`config.mk`:
```
export PLATFORM = sky130hd
export DESIGN_NAME = bs_engine
export DESIGN_NICKNAME = d
export VERILOG_FILES = /design/src/rtl/bs_pkg.sv /design/src/rtl/bs_engine.sv
export SDC_FILE = /design/constraint.sdc
export NUM_CORES = 1
export LEC_CHECK = 0
export ABC_AREA = 1
export BUFFER_PORTS_ARGS = -buffer_cell sky130_fd_sc_hd__buf_2
export CORE_AREA = 5 5 83 85
export DETAILED_ROUTE_END_ITERATION = 8
export DIE_AREA = 0 0 88 90
export GPL_TIMING_DRIVEN = 0
export SLEW_MARGIN = 20
export SYNTH_ARGS = -nofsm -noshare
export SYNTH_HDL_FRONTEND = slang
export SYNTH_SLANG_ARGS = --single-unit
```
`constraint.sdc`:
```
create_clock -name clk -period 4.6 [get_ports clk]
set_input_delay 0.69 -clock clk [delete_from_list [all_inputs] [get_ports clk]]
set_output_delay 0.69 -clock clk [all_outputs]
set_load 0.05 [all_outputs]
```
`src/rtl/bs_pkg.sv`:
```
// Shared types for the binary-search engine: FSM states and search modes.
package bs_pkg;

    typedef enum logic [1:0] {IDLE, READ, CMP, DONE} bs_state_t;
    typedef enum logic {BS_EXACT, BS_LOWER} bs_mode_t;

endpackage

```
`src/rtl/bs_engine.sv`:
```
// Parametrised binary search over an external ascending-sorted 1-cycle-latency RAM.
// Optional probe counter built only when BS_PROBE_CNT_EN is defined.
module bs_engine
    import bs_pkg::*;
#(
    parameter int DATA_W  = 8,
    parameter int ADDR_W  = 5,
    parameter int DEPTH   = 32,
    parameter int PROBE_W = 4
) (
    input  logic                clk,
    input  logic                Reset_n,
    input  logic                Start,
    input  logic                Mode,
    input  logic [DATA_W-1:0]   A,
    output logic [ADDR_W-1:0]   mem_addr,
    input  logic [DATA_W-1:0]   mem_rdata,
    output logic                Done,
    output logic                Found,
    output logic [ADDR_W:0]     Loc,
    output logic [PROBE_W-1:0]  Probes
);

    localparam int LW = ADDR_W + 1;
    localparam logic [LW-1:0] HI_INIT = LW'(DEPTH - 1);
    localparam logic [LW-1:0] ONE     = LW'(1);

    bs_state_t           state, state_n;
    bs_mode_t            mode_q, mode_n;
    logic [DATA_W-1:0]   target_q, target_n;
    logic [LW-1:0]       lo, lo_n, hi, hi_n, mid;
    logic [LW-1:0]       loc_q, loc_n;
    logic                found_q, found_n;
    logic [ADDR_W-1:0]   addr_q;
    logic                go_low, empty;

    // Halving each bound separately keeps mid within LW bits without a carry bit.
    assign mid = (lo >> 1) + (hi >> 1) + {{(LW-1){1'b0}}, lo[0] & hi[0]};

    always_comb begin
        state_n  = state;
        mode_n   = mode_q;
        target_n = target_q;
        lo_n     = lo;
        hi_n     = hi;
        loc_n    = loc_q;
        found_n  = found_q;
        go_low   = 1'b0;
        empty    = 1'b0;
        unique case (state)
            IDLE: begin
                if (Start) begin
                    mode_n   = bs_mode_t'(Mode);
                    target_n = A;
                    lo_n     = '0;
                    hi_n     = HI_INIT;
                    loc_n    = '0;
                    found_n  = 1'b0;
                    state_n  = READ;
                end
            end
            READ: state_n = CMP;
            CMP: begin
                if (mode_q == BS_EXACT && mem_rdata == target_q) begin
                    found_n = 1'b1;
                    loc_n   = mid;
                    state_n = DONE;
                end else begin
                    go_low = (mode_q == BS_EXACT) ? (mem_rdata > target_q)
                                                  : (mem_rdata >= target_q);
                    if (go_low) begin
                        if (mode_q == BS_LOWER) begin
                            loc_n   = mid;
                            found_n = (mem_rdata == target_q);
                        end
                        if (mid == '0) empty = 1'b1;
                        else           hi_n  = mid - ONE;
                    end else begin
                        lo_n = mid + ONE;
                    end
                    if (empty || lo_n > hi_n) begin
                        state_n = DONE;
                        // Final lo is the lower bound, including DEPTH when all data < A.
                        if (mode_q == BS_LOWER) loc_n = lo_n;
                    end else begin
                        state_n = READ;
                    end
                end
            end
            DONE: if (!Start) state_n = IDLE;
            default: state_n = IDLE;
        endcase
    end

    always_ff @(posedge clk or negedge Reset_n) begin
        if (!Reset_n) begin
            state    <= IDLE;
            mode_q   <= BS_EXACT;
            target_q <= '0;
            lo       <= '0;
            hi       <= '0;
            loc_q    <= '0;
            found_q  <= 1'b0;
            addr_q   <= '0;
        end else begin
            state    <= state_n;
            mode_q   <= mode_n;
            target_q <= target_n;
            lo       <= lo_n;
            hi       <= hi_n;
            loc_q    <= loc_n;
            found_q  <= found_n;
            if (state == READ) addr_q <= mid[ADDR_W-1:0];
        end
    end

    assign mem_addr = (state == READ) ? mid[ADDR_W-1:0] : addr_q;
    assign Done     = (state == DONE);
    assign Found    = found_q;
    assign Loc      = loc_q;

`ifdef BS_PROBE_CNT_EN
    logic [PROBE_W-1:0] probes_q;

    always_ff @(posedge clk or negedge Reset_n) begin
        if (!Reset_n) begin
            probes_q <= '0;
        end else if (state == IDLE && Start) begin
            probes_q <= '0;
        end else if (state == CMP && probes_q != '1) begin
            probes_q <= probes_q + PROBE_W'(1);
        end
    end

    assign Probes = probes_q;
`else
    assign Probes = '0;
`endif

endmodule

```
==> reports/results.txt, run 1 <==
Post-DP HPWL = 4.79 mm
CP startpoint kind = flip-flop
Worst stage delay on the critical path = 710 ps
Register area = 876 µm²
Chip width = 88 µm
I/O pins = 37
Final Hold Fails = 0
Synth async-reset ratio = 1.00
Final setup vio count = 0
Vias in the first global route = 2289
Reg clk slew, reported paths = 80 ps
Post-route clock skew = 9.99 ps
Critical path arrival = 4080 ps
# H-tree levels = 2
CP Data Required Time = 4770 ps
Initial core utilization = 0.434
I/O Buffers = 32
Sequential fraction of the synthesis area = 0.329
Synthesized area = 0.00266 mm²
WP buf/inv = 3
Crit Path Class = reg2reg
Clock buffer depth = 2
Die ar. = 0.00792 mm²
Root buffer cell = clkbuf_8
Drt drc = 0
DR pass1 iterations = 4
Fillers = 638
Hold_buf cts = 0
Pins Over Slew Limit = 0
Ratio of cells with drive above 1 in the final layout = 0.204
Max Cap Viol = 0
CP Capture Type = flip-flop
Yosys reg bits = 35
Worst rel slew slack = 0.408
Layout overhead on the synthesized area = 13.1%
ANT nets after route = 0
Critical Path, Cell by Cell = inv_1 -> fa_1 -> fa_1 -> ha_1 -> nand4_1 -> o21ai_2 -> buf_6 -> nand2_1 -> nand2_1 -> inv_2 -> ha_1 -> nand2_1 -> nor2_1 -> o21ai_0 -> o211ai_1 -> nand2_1 -> nand2_4 -> nand2_4 -> o211ai_1 -> nand2_1
Crit Path Max Fanout = 10
Max Fclk = 0.256 GHz
Hold Crit Class = reg2reg
Mapped Avg Cell Area = 7.49 µm²
Routability cong. = 0.852
Delay-heaviest family, CP = adder cells
First-pass GRT wire length = 10.8 mm
Ant diodes = 0
Nets@finish = 441
CP max-delay cell = fa_1
Setup bufs post-CTS = 0
Num CTS Buffers = 5
CTS tree = done
Core Area = 0.00613 mm²
Overflow left after global routing = 0
Initial antenna violation count = 0
Library cells used by synthesis = 36
Tmin final = 3910 ps
Largest net degree at the start of global routing = 36
Final WL = 6.26 mm
Status = finished clean
Most used cell, CP = nand2_1
Clock tree sinks = 35
Vias per Instance = 4.92
Setup TNS = 0 ps
Multi-input logic area = 0.00153 mm²
Worst-margin pin slew = 884 ps
Worst skew pair latency = 290 ps
Die Height = 90 µm
Number of synthesized flops with an enable pin = 0
Predominant post-synthesis flop cell = dfrtp_1
Post-CTS Resized = 0
Post-synthesis cell count = 355
Drt wl/cell = 13.2 µm
Vias post-DR = 2335
Iter 0 DRT Violations = 144
RSZ-0062 raised after global routing = no
Tot GR Track Use = 0.172
Crit share post-route = 0.850
Synth Warn # = 0
Row cnt = 29
==> sequential cells by signal (all words and copies together), names as in the netlist <==
register / count
state: 2
lo: 6
Loc: 6
Found: 1
target_q: 8
hi: 6
addr_q: 5
mode_q: 1
==> layout make-up <==
type                       count  share of cell area
buffer                         9              0.0195
multi-input combinational    260               0.507
clock buffer                   7              0.0254
tap                           77              0.0320
sequential                    35               0.291
inverter                      54              0.0699
clock inverter                 1             0.00166
timing repair buffer          32              0.0532
==> Yosys cell counts (all sizes together) (3+ instances only) <==
master	n	area share
o22ai	5	0.012
dfrtp	35	0.33
a21oi	16	0.040
nor2	17	0.035
inv	54	0.079
o21ai	34	0.074
buf	7	0.019
ha	22	0.10
nand2	118	0.19
xor2	3	0.0099
nand3	30	0.058
==> path summary, 6_finish.rpt <==
| kind | start | end | slack [ps] | depth (start not counted) |
|---|---|---|---|---|
| hold reg to reg | target_q[0] | target_q[0] | 480 | 2 |
| hold / removal | target_q[0] | target_q[0] | 480 | 2 |
| min in group asynchronous | Reset_n | hi[2] | 490 | 1 |
| setup reg to reg | lo[1] | Loc[3] | 690 | 20 |
| max in group asynchronous | Reset_n | lo[0] | 3590 | 1 |
| setup / recovery | lo[1] | Loc[3] | 690 | 20 |
==> metal layers <==
metal  routed length, µm  GRT usage  share of wire
met1                2860      0.228           0.46
met2                3050      0.273           0.49
met3                 289     0.0366          0.046
met4                  59     0.0652         0.0094
met5                   0          0              0
==> tightest hold or removal path, delay by kind of cell, from the launching register on <==
family / cells / cell delay, ps
simple gates: 2 / 100
flops: 1 / 350
==> metrics by stage <==
stage	hold slack (ps)	cells	utilization	worst slack [ps]	area [µm²]
2_1_floorplan	394	358	-	1220	2670
3_3_place_gp	468	467	0.477	745	2930
3_5_place_dp	476	467	0.477	721	2930
4_1_cts	491	475	0.491	705	3010
5_1_grt	518	475	0.491	368	3010
6_report	484	475	0.491	689	3010
==> kinds of logic after synthesis <==
family / count (synthesis) / share of synthesized area
AOI/OAI and AO/OA: 60 / 0.141
other: 1 / 0.00141
buffers and inverters: 63 / 0.101
xor gates and xnor gates: 4 / 0.0132
and+or+nand+nor: 168 / 0.296
DFF: 35 / 0.329
adders and majority gates: 24 / 0.119
==> placed cells by master (no fill, tap or decap), types with 2 or more instances in the layout <==
master      n
o211ai_1    2
nand2_2     8
nor2_2      2
nand3_1    29
nand4_1     2
xor2_1      3
clkbuf_8    5
a22o_1      2
fa_1        2
a21oi_4     2
a21oi_1    13
inv_2       4
clkbuf_1    4
nand2_4     5
nor2_1     13
dfrtp_1    35
o21ai_0    24
o21ai_2     7
o22ai_1     5
conb_1      4
buf_4       4
nand2_1   104
inv_1      48
ha_1       22
o21ai_1     3
buf_2      34
Power of run 1 is left out: the tool's default activity adds up to more than one toggle a clock period on the data nets, which glitch-free logic cannot reach.
==> run 2: changes to the inputs <==
--- a/config.mk
+++ b/config.mk
@@ -7,9 +7,9 @@
 export LEC_CHECK = 0
 export ABC_AREA = 1
 export BUFFER_PORTS_ARGS = -buffer_cell sky130_fd_sc_hd__buf_2
-export CORE_AREA = 5 5 83 85
+export CORE_AREA = 5 5 88 81
 export DETAILED_ROUTE_END_ITERATION = 8
-export DIE_AREA = 0 0 88 90
+export DIE_AREA = 0 0 93 86
 export GPL_TIMING_DRIVEN = 0
 export SLEW_MARGIN = 20
 export SYNTH_ARGS = -nofsm -noshare
==> run 2 against run 1 <==
  * Worst hold slack gained 3.7 ps
  * Register-to-register slack is essentially flat
  * Critical path depth grew 2
  * Clock-buffer cell count grew 1
  * Sequential cell count is the same
  * Design area grew 0.42%
  * Wire length shrank 4.1%
  * Die area grew 0.98%
  * Setup slack gained 5.4 ps
  * Clock skew shrank 4.8 ps
  * Sequential share of layout area shrank 0.12 points
  * Largest cell class unchanged
==> reports/results.txt, run 2 (synthesized netlist as in run 1, its figures left out) <==
I/O Buffers = 32
I/O pins = 37
Max Fclk = 0.256 GHz
Max Cap Viol = 0
Layout overhead on the synthesized area = 13.6%
Tot GR Track Use = 0.159
Ratio of cells with drive above 1 in the final layout = 0.206
Post-DP HPWL = 4.68 mm
Setup TNS = 0 ps
CP Capture Point = Loc[5]
Worst R2R End = Loc[5]
ANT nets after route = 0
Final setup vio count = 0
Most frequent cells in the layout = nand2_1 (104), inv_1 (48), dfrtp_1 (35)
Initial core utilization = 0.437
Core Util, Final = 0.497
Final Hold Fails = 0
Vias in the first global route = 2197
Status = finished clean
Row cnt = 27
CP max-delay cell = fa_1
Fillers = 636
Hold_buf cts = 0
Biggest register = target_q
Core Area = 0.00608 mm²
Origin of the worst setup path = hi[1]
Root buffer cell = clkbuf_8
Final WL = 6.01 mm
Nets@finish = 441
Iter 0 DRT Violations = 111
Drt drc = 0
Setup bufs post-CTS = 0
Drt wl/cell = 12.8 µm
R2R Setup Slk = 690 ps
Reg clk slew, reported paths = 70 ps
CP Capture Type = flip-flop
Largest register FFs = 8
CP Data Required Time = 4770 ps
Ant diodes = 0
CTS tree = done
Worst rel slew slack = 0.476
Hold Crit Class = in2async
DR pass1 iterations = 4
Routability cong. = 0.825
Post-CTS Resized = 0
Overflow left after global routing = 0
Reg2reg start = hi[1]
Vias post-DR = 2336
Clock buffer depth = 2
Post-route clock skew = 5.21 ps
First-pass GRT wire length = 10.3 mm
Initial antenna violation count = 0
CP startpoint kind = flip-flop
Chip width = 93 µm
Num CTS Buffers = 5
Die ar. = 0.00800 mm²
Most used cell, CP = nand2_1
Die Height = 86 µm
RSZ-0062 raised after global routing = no
Clock tree sinks = 35
Worst-margin pin slew = 786 ps
Critical path arrival = 4080 ps
# H-tree levels = 2
Critical Path, Cell by Cell = inv_1 -> fa_1 -> fa_1 -> ha_1 -> nand4_1 -> o21ai_2 -> buf_6 -> nand2_1 -> nand2_1 -> inv_2 -> ha_1 -> nand2_1 -> nor2_1 -> o21ai_0 -> o211ai_1 -> nand2_1 -> nand2_4 -> nand2_4 -> nand2_1 -> nand3_1 -> nand2_1 -> nand2_1
Crit Path Class = reg2reg
Crit share post-route = 0.849
Vias per Instance = 4.97
Pins Over Slew Limit = 0
Worst skew pair latency = 280 ps
Crit Path Max Fanout = 10
Largest net degree at the start of global routing = 36
Tmin final = 3910 ps
Worst stage delay on the critical path = 680 ps
Commonest non-fill, non-tap cell in the layout = nand2_1
Worst r2r path cells = 22
## run 2: changes by cell type in the layout (fill, tap and decap cells not counted)
cell	previous run	this run
clkbuf_8	5	7
clkbuf_1	4	3
clkinv_2	1	0
## run 2: worst min-delay path by stage
stage,from,endpoint,slack [ps],cells after the start
5_1_grt,Loc[2],Loc[2],520,2
3_5_place_dp,addr_q[0],addr_q[0],480,2
3_3_place_gp,target_q[0],target_q[0],470,2
2_1_floorplan,Reset_n,Found,390,0
4_1_cts,addr_q[0],addr_q[0],500,2
6_report,Reset_n,target_q[5],490,1
## run 2: final cells by class
| class | instances | area [µm²] | share of cell area |
|---|---|---|---|
| clock buffer | 8 | 100 | 0.0331 |
| buffer | 9 | 58.8 | 0.0195 |
| timing repair buffer | 32 | 160 | 0.0530 |
| sequential | 35 | 876 | 0.290 |
| inverter | 54 | 210 | 0.0696 |
| multi-input combinational | 260 | 1530 | 0.505 |
| tap | 72 | 90.1 | 0.0298 |
## run 2: stage by stage
| stage | area, µm² | instances | hold slack (ps) | setup slack, ps |
|---|---|---|---|---|
| finish | 3020 | 470 | 488 | 694 |
| global route | 3020 | 470 | 516 | 439 |
| floorplan | 2670 | 358 | 394 | 1220 |
| CTS | 3020 | 470 | 498 | 699 |
| global placement | 2920 | 462 | 473 | 735 |
| detailed placement | 2920 | 462 | 482 | 733 |
## run 2: worst max-delay path: cells and delay by family (launching register included)
family | cells | cell delay [ps]
compound gates | 3 | 400
flops | 1 | 360
buf+inv | 3 | 290
fa+ha+maj | 4 | 1610
simple gates | 12 | 1130
## run 2: per-layer routing
layer	vias to the layer above	routed length [µm]	share of wire	GRT usage
met3	6	338	0.056	0.0325
met5	-	0	0	0
met4	0	62	0.010	0.0373
met2	59	2600	0.43	0.247
met1	1052	3010	0.50	0.229
li1	1219	-	-	-
Power of run 2 is left out for the same reason.
